[src/rtl/sub_defs.sv]
// -----------------------------------------------------------------------------
// sub_defs
// Definitions shared by the serial subtractor block.
//   ST_IDLE/ST_RUN/ST_DONE : FSM state encodings.
//   state_t                : FSM state type built from those encodings.
//   cnt_width()            : width of the bit counter for a given operand width.
// -----------------------------------------------------------------------------
package sub_defs;

    localparam logic [1:0] ST_IDLE = 2'd0;
    localparam logic [1:0] ST_RUN  = 2'd1;
    localparam logic [1:0] ST_DONE = 2'd2;

    typedef enum logic [1:0] {
        IDLE = ST_IDLE,
        RUN  = ST_RUN,
        DONE = ST_DONE
    } state_t;

    // One extra bit beyond $clog2 so the count of WIDTH RUN edges never wraps,
    // even when WIDTH is a power of two.
    function automatic int cnt_width(input int width);
        return $clog2(width) + 1;
    endfunction

    // Lowest and highest supported operand widths.
    localparam int MIN_WIDTH = 2;
    localparam int MAX_WIDTH = 32;

endpackage : sub_defs

[src/rtl/full_subtractor.sv]
// -----------------------------------------------------------------------------
// full_subtractor
// One-bit full subtractor: computes a - b - c.
//   a      : minuend bit
//   b      : subtrahend bit
//   c      : incoming borrow
//   diff   : difference bit
//   borrow : outgoing borrow
// -----------------------------------------------------------------------------
module full_subtractor (
    input  logic a,
    input  logic b,
    input  logic c,
    output logic diff,
    output logic borrow
);

    // Purely combinational difference and borrow.
    always_comb begin
        diff   = a ^ b ^ c;
        borrow = (~a & c) | (~a & b) | (b & c);
    end

endmodule : full_subtractor

[src/rtl/serial_subtractor.sv]
// -----------------------------------------------------------------------------
// serial_subtractor
// Bit-serial unsigned subtractor: diff = a - b modulo 2^WIDTH, one bit per
// clock, least significant bit first.
//   clk        : clock, all state updates on the rising edge
//   rst        : synchronous active-high reset
//   start      : request a new subtraction (accepted in IDLE and DONE)
//   a, b       : operands, captured only on the accepting edge
//   busy       : high for the WIDTH cycles in which bits are processed
//   done       : one-cycle pulse, result valid
//   diff       : result, held from DONE until the next accepting edge
//   borrow_out : final borrow, high iff unsigned a < unsigned b
// -----------------------------------------------------------------------------
module serial_subtractor
    import sub_defs::*;
#(
    parameter int WIDTH = 8
) (
    input  logic             clk,
    input  logic             rst,
    input  logic             start,
    input  logic [WIDTH-1:0] a,
    input  logic [WIDTH-1:0] b,
    output logic             busy,
    output logic             done,
    output logic [WIDTH-1:0] diff,
    output logic             borrow_out
);

    localparam int              CNT_W    = cnt_width(WIDTH);
    localparam logic [CNT_W-1:0] LAST_CNT = CNT_W'(WIDTH - 1);
    localparam logic [CNT_W-1:0] CNT_ONE  = CNT_W'(1);

    state_t             state_q,   state_d;
    logic [WIDTH-1:0]   a_sh_q,    a_sh_d;
    logic [WIDTH-1:0]   b_sh_q,    b_sh_d;
    logic [WIDTH-1:0]   diff_sh_q, diff_sh_d;
    logic               borrow_q,  borrow_d;
    logic [CNT_W-1:0]   cnt_q,     cnt_d;
    logic               busy_q,    busy_d;
    logic               done_q,    done_d;

    logic               fs_diff_s;
    logic               fs_borrow_s;

    // Per-bit arithmetic on the current LSBs and the running borrow.
    full_subtractor u_fs (
        .a      (a_sh_q[0]),
        .b      (b_sh_q[0]),
        .c      (borrow_q),
        .diff   (fs_diff_s),
        .borrow (fs_borrow_s)
    );

    // Next-state logic for the FSM, datapath and registered status outputs.
    always_comb begin
        state_d   = state_q;
        a_sh_d    = a_sh_q;
        b_sh_d    = b_sh_q;
        diff_sh_d = diff_sh_q;
        borrow_d  = borrow_q;
        cnt_d     = cnt_q;

        case (state_q)
            IDLE, DONE: begin
                if (start) begin
                    a_sh_d    = a;
                    b_sh_d    = b;
                    diff_sh_d = {WIDTH{1'b0}};
                    borrow_d  = 1'b0;
                    cnt_d     = {CNT_W{1'b0}};
                    state_d   = RUN;
                end else begin
                    // Result registers keep their value until the next accept.
                    state_d   = IDLE;
                end
            end
            RUN: begin
                // Start is deliberately not looked at here: an operation in
                // flight can neither be restarted nor queued behind.
                diff_sh_d = {fs_diff_s, diff_sh_q[WIDTH-1:1]};
                a_sh_d    = {1'b0, a_sh_q[WIDTH-1:1]};
                b_sh_d    = {1'b0, b_sh_q[WIDTH-1:1]};
                borrow_d  = fs_borrow_s;
                cnt_d     = cnt_q + CNT_ONE;
                if (cnt_q == LAST_CNT) begin
                    state_d = DONE;
                end else begin
                    state_d = RUN;
                end
            end
            default: begin
                state_d = IDLE;
            end
        endcase

        // Status flags are decoded from the next state so they register in
        // the same edge as the state itself and never overlap.
        busy_d = (state_d == RUN);
        done_d = (state_d == DONE);
    end

    // State, datapath and status registers with synchronous reset.
    always_ff @(posedge clk) begin
        if (rst) begin
            state_q   <= IDLE;
            a_sh_q    <= {WIDTH{1'b0}};
            b_sh_q    <= {WIDTH{1'b0}};
            diff_sh_q <= {WIDTH{1'b0}};
            borrow_q  <= 1'b0;
            cnt_q     <= {CNT_W{1'b0}};
            busy_q    <= 1'b0;
            done_q    <= 1'b0;
        end else begin
            state_q   <= state_d;
            a_sh_q    <= a_sh_d;
            b_sh_q    <= b_sh_d;
            diff_sh_q <= diff_sh_d;
            borrow_q  <= borrow_d;
            cnt_q     <= cnt_d;
            busy_q    <= busy_d;
            done_q    <= done_d;
        end
    end

    assign busy       = busy_q;
    assign done       = done_q;
    assign diff       = diff_sh_q;
    assign borrow_out = borrow_q;

endmodule : serial_subtractor

[config.mk]
export PLATFORM = sky130hd
export DESIGN_NAME = serial_subtractor
export DESIGN_NICKNAME = d
export VERILOG_FILES = /design/src/rtl/sub_defs.sv /design/src/rtl/full_subtractor.sv /design/src/rtl/serial_subtractor.sv
export SDC_FILE = /design/constraint.sdc
export NUM_CORES = 1
export LEC_CHECK = 0
export CORE_MARGIN = 5
export CORE_UTILIZATION = 40
export DETAILED_ROUTE_END_ITERATION = 10
export DONT_BUFFER_PORTS = 1
export PLACE_DENSITY = 0.51
export SLEW_MARGIN = 10
export SYNTH_ARGS = -nofsm -noshare
export SYNTH_HDL_FRONTEND = slang
export SYNTH_SLANG_ARGS = --single-unit
[constraint.sdc]
create_clock -name clk -period 1.6 [get_ports clk]
set_input_delay 0.32 -clock clk [delete_from_list [all_inputs] [get_ports clk]]
set_output_delay 0.32 -clock clk [all_outputs]
set_load 0.1 [all_outputs]
# Word-level counts from Yosys, hierarchy flattened
# Cells that the tools add are included.
# word_totals
input_bits,19
output_inout_bits,11
ff_bits,33
elab_cells,40
# classes
addsub,1
bitwise_logic,8
n_reduce_logical,4
muxes,13
eq_ne,6
# op_table
cell,n
case mux 8 bit (2 select lines),3
2-to-1 mux 8 bit,3
case mux 4 bit (2 select lines),1
"adder 4 x 1 -> 4 bit, second input constant",1
"equality test 2 x 1 -> 1 bit, second input constant",2
"equality test 2 bit, second input constant",2
"equality test 4 x 3 -> 1 bit, second input constant",1
2-to-1 mux 4 bit,1
case mux 2 bit (2 select lines),1
AND 1 bit,3
zero test 2 bit,1
2-to-1 mux 1 bit,2
2-to-1 mux 2 bit,1
"!= test 2 bit, second input constant",1
OR 1 bit,2
case mux 1 bit (2 select lines),1
AND reduction 2 bit,1
nonzero test 2 bit,1
OR reduction 2 bit,1
XOR 1 bit,2
inverter 1 bit,1

# Longest topological paths before layout
# Gate-level depths: netlist of run 1.
# depth
ltp_word,5
depth_mapped,5
depth_no_buf,4

# Cells and area by module
# From an unflattened synthesis of run 1, not the netlist that was laid out.
# hier_totals
hier_cells,151
hier_area_um2,1340.0
# modules_own_cells
mod,cells_per_inst,instances,seq_area_each_um2,area_per_inst_um2
serial_subtractor,148,1,660.6,1312.5
full_subtractor,3,1,0.0,27.5

# Least setup slack after synthesis of run 1
# Ideal clock, no wire load.
# synth_timing
kind,register to register
startpoint,register borrow_q (netlist: borrow_out)
endpoint,register diff_sh_q[7] (netlist: diff[7])
path_slack_ps,-206
period_less_slack_ps,1806
t_arrival_ps,1735
path_stages_with_launch,4
cell_sequence,dfxtp_1 -> fa_1 -> nand2b_1 -> a21oi_1
# synth_via
elab_chain_cells,2
# synth_lines
element,line,source
start: declaration,serial_subtractor.sv:38,"logic borrow_q, borrow_d;"
start signal: assignment,serial_subtractor.sv:119,borrow_q <= borrow_d;
XOR 1 bit,full_subtractor.sv:20,diff = a ^ b ^ c;
case mux 8 bit (2 select lines),serial_subtractor.sv:64,case (state_q)
end signal: assignment,serial_subtractor.sv:109,diff_sh_q <= {WIDTH{1'b0}};
end signal: assignment,serial_subtractor.sv:118,diff_sh_q <= diff_sh_d;
end: declaration,serial_subtractor.sv:37,"logic [WIDTH-1:0] diff_sh_q, diff_sh_d;"
# Every way passes these cells.
# A chain may end at the register's enable or synchronous reset.

# Worst setup path in the final report of run 1
# layout_timing
startpoint,register borrow_q (netlist: borrow_out)
endpoint,output port borrow_out
# layout_rtl
element,line,source
end: declaration,serial_subtractor.sv:27,output logic borrow_out
# No word-level cell between the ends.

==> results.py, run 1 <==
metrics = {
    "status": {
        "status": "finished, final reports clean",
    },
    "worst_setup_path": {
        "crit_type": "reg -> out",
        "critPathMaxFanout": 2,
        "cpMaxStageDelayCell": "dfxtp_2",
        "required_ns": 1.28,
        "end_kind": "primary output",
        "critPathLaunchType": "flop",
        "cp.arrival_ns": 0.99,
        "slowest_delay_ns": 0.36,
        "path_cells": "buf_4",
        "crit_buf_inv": 1,
        "crit_family": "flip-flops",
    },
    "sta": {
        "period_minus_slack_ns": 1.31,
        "worst-slew-pin-transition_ns": 0.304,
        "rsz0062_at_grt": "no",
        "tns_ns": 0,
        "max_freq_mhz": 766,
        "fin_crit_sh_pct": 81.6,
        "finalHoldViolCount": 0,
        "finalMaxSlewViolations": 0,
        "max_slew_margin_pct": 79.8,
        "setup_viol": 0,
        "final.setup_skew_ns": 0.0124,
    },
    "cts": {
        "ctsResizeCount": 0,
        "cts.path.max_buffers": 2,
        "insertion_delay_ns": 0.32,
        "cts_setup_buffers": 0,
        "cts_buffers": 5,
        "cts-root-buf": "clkbuf_4",
        "clkTransAtPathRegs_ns": 0.10,
        "cts-hold-fix-buffers": 0,
        "cts_tree": "built",
        "htree_levels": 2,
        "cts_sinks": 33,
    },
    "power": {
        "swShare_pct": 24.5,
        "max-vdd-ir-drop_v": 0.000570,
        "p_comb_share_pct": 11.3,
        "switchingPower_w": 0.000420,
        "leakage_nw": 0.550,
        "pwr-share-clk_pct": 37.5,
        "p_per_area_nw_per_um2": 1120,
        "internal-power_w": 0.00130,
        "seq_power_share_pct": 51.2,
    },
    "run": {
        "cap_viol_max_count": 0,
    },
    "floorplanning": {
        "dieHeight_um": 67.9,
        "start_util_pct": 40.8,
        "die-area_um2": 4600,
        "core_um2": 3280,
        "ioPinCount": 30,
        "rows": 21,
        "die_x_um": 67.9,
    },
    "final_layout": {
        "nets": 180,
        "nFillCells": 337,
        "area_growth_pct": 14.0,
        "drive_above_1_share_pct": 16.9,
        "fin_util_pct": 46.5,
        "antenna_cells": 0,
        "fin_area_um2": 1530,
    },
    "logic_synthesis": {
        "syn_inst": 150,
        "synth_warnings": 0,
        "syn_area_um2": 1340,
        "yosysSeqAreaShare_pct": 49.3,
        "synthMuxAreaShare_pct": 1.96,
        "syn_nets": 171,
        "synth_xor_xnor_area_share_pct": 0,
        "synth_top_family_by_area": "simple AND/OR/NAND/NOR gates",
        "synthAdderAreaFrac_pct": 2.43,
        "synth-seq-cells": 33,
        "ys_types": 24,
        "synth_compound_area_share_pct": 19.6,
        "synthSimpleGateAreaFrac_pct": 20.1,
        "syn_avg_cell_area_um2": 8.93,
    },
    "detailed_routing": {
        "ant_nets": 0,
        "drt-total-wl_mm": 2.89,
        "dr.pass1.iters": 4,
        "drc": 0,
        "dr_total_vias": 1104,
        "wl_per_cell_um": 14.0,
        "drt-initial-drc-count": 72,
        "vias_per_cell": 5.36,
    },
    "grt": {
        "antenna_found_initial": 0,
        "grt_usage_pct": 14.3,
        "grt_start_max_net_pins": 35,
        "grt_pass1_wl_mm": 4.90,
        "grt_pass1_vias": 1049,
        "grt_remaining_overflow": 0,
    },
    "placement": {
        "portBuffers": 0,
        "place.detailed.hpwl_mm": 1.91,
        "gp_congestion": 0.730,
        "place_area_um2": 1440,
    },
    "worst_hold_path": {
        "worstHoldPathType": "in -> reg",
    },
}
-- flip-flops by register name (all words and copies together), names as in the netlist --
name,cells
a_sh_q,8
b_sh_q,8
diff,8
cnt_q,4
state_q,2
borrow_out,1
busy,1
done,1
-- logic make-up after synthesis --
kind of cell	count (synthesis)
mux	2
fa+ha+maj	2
flops	33
compound gates	44
simple gates	53
buf+inv	16
-- placed cells by master (no fill, tap or decap) --
master     netlist  final
nand3_1         27     27
dfxtp_1         33     32
clkbuf_4         0      5
bufinv_16        0      1
clkbuf_8         0      1
nor2b_1          1      1
nand2b_1         4      4
nand3b_1         1      1
buf_4            3     17
nand4_1          1      1
mux2_1           1      1
dfxtp_2          0      1
nand2_1         12     12
and2b_1          1      1
inv_1            1      1
mux2_4           1      1
a21oi_1         29     29
nor4b_1          2      2
nor3b_1          1      1
ha_1             1      1
clkbuf_1         3      1
fa_1             1      1
a211oi_2         1      1
nor2_1           3      3
a22oi_1         14     14
-- power by group through the flow --
stage / combinational (W) / clock (W) / sequential [W]
finish: 0.000194 / 0.000644 / 0.000878
global route: 0.000218 / 0.000711 / 0.000883
detailed placement: 0.000194 / 0 / 0.000898
CTS: 0.000194 / 0.000672 / 0.000879
floorplan: 0.000139 / 0 / 0.000926
global placement: 0.000189 / 0 / 0.000897
-- cells in the mapped netlist, drive strengths merged --
cell / n / area share (%)
dfxtp: 33 / 49
a21oi: 29 / 11
nand3: 27 / 10
a22oi: 14 / 7.9
buf: 12 / 5.4
nand2: 12 / 3.4
nand2b: 4 / 1.9
clkbuf: 3 / 0.84
nor2: 3 / 0.84
mux2: 2 / 2.0
nor4b: 2 / 1.3
a211oi: 1 / 0.93
and2b: 1 / 0.56
fa: 1 / 1.5
ha: 1 / 0.93
inv: 1 / 0.28
nand3b: 1 / 0.56
nand4: 1 / 0.47
nor2b: 1 / 0.47
nor3b: 1 / 0.56
-- layer usage --
layer,global-route usage (%),vias up,wire (um)
met2,22.6,25,1360
met3,7.22,5,208
met4,5.21,0,38
li1,-,552,-
met1,16.7,522,1290
met5,0,-,0
-- worst paths after layout --
| kind | from | end | slack [ns] | depth (start not counted) |
|---|---|---|---|---|
| worst max-delay path | borrow_out | borrow_out | 0.29 | 1 |
| worst max register to register | state_q[1] | a_sh_q[0] | 0.39 | 4 |
| worst min-delay path | rst | borrow_out | 0.05 | 1 |
| worst min register to register | b_sh_q[1] | b_sh_q[1] | 0.47 | 2 |
-- final cells by class --
type                    count  area [um2]  area share [%]
inverters                   1        3.75           0.246
multi-input cells         101         591            38.7
clock buffers               7        55.1            3.61
well taps                  46        57.6            3.77
clock inverters             1        30.0            1.97
flip-flops and latches     33         662            43.4
repair buffers             17         128            8.36
-- metrics by stage --
stage                     hold slack (ns)  cells  setup slack, ns  power, W
after global routing              0.00714    206            0.242   0.00181
after floorplan                     0.448    150            0.159   0.00106
after global placement              0.388    198            0.415   0.00109
after CTS                          0.0209    206            0.274   0.00175
final                              0.0471    206            0.295   0.00172
after detailed placement            0.389    198            0.402   0.00109
(Power assumes the default switching activity.)
==> run 2: changes to the inputs <==
==> constraint.sdc (replaced) <==
create_clock -name clk -period 1.3 [get_ports clk]
set_input_delay 0.26 -clock clk [delete_from_list [all_inputs] [get_ports clk]]
set_output_delay 0.26 -clock clk [all_outputs]
set_load 0.1 [all_outputs]
==> run 2 against run 1 <==
Utilization increased by 1.9 points; routed wire length is 3.6% higher; via count is 1.3% higher; critical path type unchanged; worst setup slack worse by 0.23 ns; register-to-register slack got worse by 0.30 ns; hold slack better by 0.017 ns; critical endpoint unchanged.
==> results.py, run 2 (synthesis results as in run 1) <==
metrics = {
    "worst_setup_path": {
        "cp-startpoint": "borrow_out",
        "r2r-start": "state_q[1]",
        "required_ns": 1.04,
        "end_kind": "primary output",
        "path_cells": "buf_4",
        "crit_type": "reg -> out",
        "slowest_delay_ns": 0.36,
        "cp.arrival_ns": 0.98,
        "critPathMaxFanout": 2,
        "crit_family": "flip-flops",
        "crit_buf_inv": 1,
        "cpMaxStageDelayCell": "dfxtp_4",
        "critPathLaunchType": "flop",
    },
    "sta": {
        "finalMaxSlewViolations": 0,
        "fin_crit_sh_pct": 95.1,
        "setup_viol": 0,
        "worst-slew-pin-transition_ns": 0.303,
        "final.setup_skew_ns": 0.00329,
        "max_slew_margin_pct": 79.5,
        "rsz0062_at_grt": "no",
        "setup_ws_ns": 0.0633,
        "max_freq_mhz": 809,
        "finalHoldViolCount": 0,
        "period_minus_slack_ns": 1.24,
    },
    "detailed_routing": {
        "dr.pass1.iters": 4,
        "drt-initial-drc-count": 106,
        "dr_total_vias": 1118,
        "drc": 0,
        "vias_per_cell": 5.40,
        "ant_nets": 0,
        "drt-total-wl_mm": 3.00,
        "wl_per_cell_um": 14.5,
    },
    "final_layout": {
        "layout_commonest_cell": "a21oi_1",
        "nFillCells": 338,
        "final_cell_mix": "a21oi_1 (29), nand3_1 (27), dfxtp_1 (26), a22oi_1 (13)",
        "nets": 181,
        "area_growth_pct": 18.6,
        "fin_area_um2": 1590,
        "instances_no_fill": 207,
        "fin_util_pct": 48.3,
        "drive_above_1_share_pct": 20.5,
        "antenna_cells": 0,
    },
    "placement": {
        "gp_congestion": 0.753,
        "place_area_um2": 1510,
        "place.detailed.hpwl_mm": 1.92,
        "pre_cts_slack_ns": 0.0763,
        "dp.cells": 198,
        "portBuffers": 0,
    },
    "power": {
        "leakage_nw": 0.560,
        "pwr-share-clk_pct": 28.3,
        "finalPower_w": 0.00188,
        "p_per_area_nw_per_um2": 1190,
        "max-vdd-ir-drop_v": 0.000586,
        "seq_power_share_pct": 57.3,
        "internal-power_w": 0.00137,
        "swShare_pct": 27.5,
        "switchingPower_w": 0.000518,
        "p_comb_share_pct": 14.4,
    },
    "cts": {
        "cts_buffers": 5,
        "cts.path.max_buffers": 2,
        "htree_levels": 2,
        "insertion_delay_ns": 0.32,
        "cts-root-buf": "clkbuf_4",
        "cts_setup_buffers": 0,
        "cts_sinks": 33,
        "clkTransAtPathRegs_ns": 0.09,
        "cts_tree": "built",
    },
    "status": {
        "status": "finished, final reports clean",
    },
    "floorplanning": {
        "start_util_pct": 40.8,
        "dieHeight_um": 67.9,
        "ioPinCount": 30,
        "die-area_um2": 4600,
        "core_um2": 3280,
        "die_x_um": 67.9,
        "rows": 21,
    },
    "grt": {
        "grt_usage_pct": 15.1,
        "grt_remaining_overflow": 0,
        "grt_start_max_net_pins": 33,
        "antenna_found_initial": 0,
        "grt_pass1_vias": 1121,
        "grt_pass1_wl_mm": 5.11,
    },
    "run": {
        "cap_viol_max_count": 0,
    },
    "worst_hold_path": {
        "worstHoldPathType": "in -> reg",
        "hold_path.startpoint": "b[7]",
    },
}
-- run 2: per-layer routing --
metal	wire [um]	GRT usage, %	up-vias	part of all wire [%]
li1	-	-	557	-
met3	218	6.08	5	7.3
met5	0	0	-	0
met2	1450	23.8	28	48
met1	1280	17.3	528	43
met4	51	8.93	0	1.7
-- run 2: power groups by stage --
stage | clock [W] | combinational (W) | sequential, W
after detailed placement | 0 | 0.000250 | 0.00110
after CTS | 0.000562 | 0.000273 | 0.00108
after global placement | 0 | 0.000245 | 0.00110
after floorplan | 0 | 0.000171 | 0.00114
final | 0.000533 | 0.000272 | 0.00108
after global routing | 0.000621 | 0.000299 | 0.00109
-- run 2: stage by stage --
| stage | hold slack (ns) | setup TNS (ns) |
|---|---|---|
| floorplan | 0.396 | -0.00633 |
| global placement | 0.324 | 0 |
| detailed placement | 0.327 | 0 |
| CTS | 0.0432 | 0 |
| global route | 0.0410 | 0 |
| finish | 0.0637 | 0 |
-- run 2: final cells by class --
cell class / instances / area, um2 / area share, %
inverters: 1 / 3.75 / 0.236
clock buffers: 8 / 48.8 / 3.07
multi-input cells: 101 / 596 / 37.5
flip-flops and latches: 33 / 672 / 42.3
well taps: 46 / 57.6 / 3.62
repair buffers: 18 / 210 / 13.2
-- run 2: final timing paths --
path | to | slack [ns] | cells past startpoint
max reg2reg | a_sh_q[0] | 0.09 | 4
min reg2reg | diff[1] | 0.47 | 2
max | borrow_out | 0.06 | 1
min | b_sh_q[7] | 0.06 | 2
-- run 2: timing repair --
| action | CTS | global route |
|---|---|---|
| gates resized for setup | 0 | 1 |
| endpoints found under the hold margin | 32 | 0 |
| setup endpoints to repair | 0 | 1 |
| hold buffers | 1 | 0 |
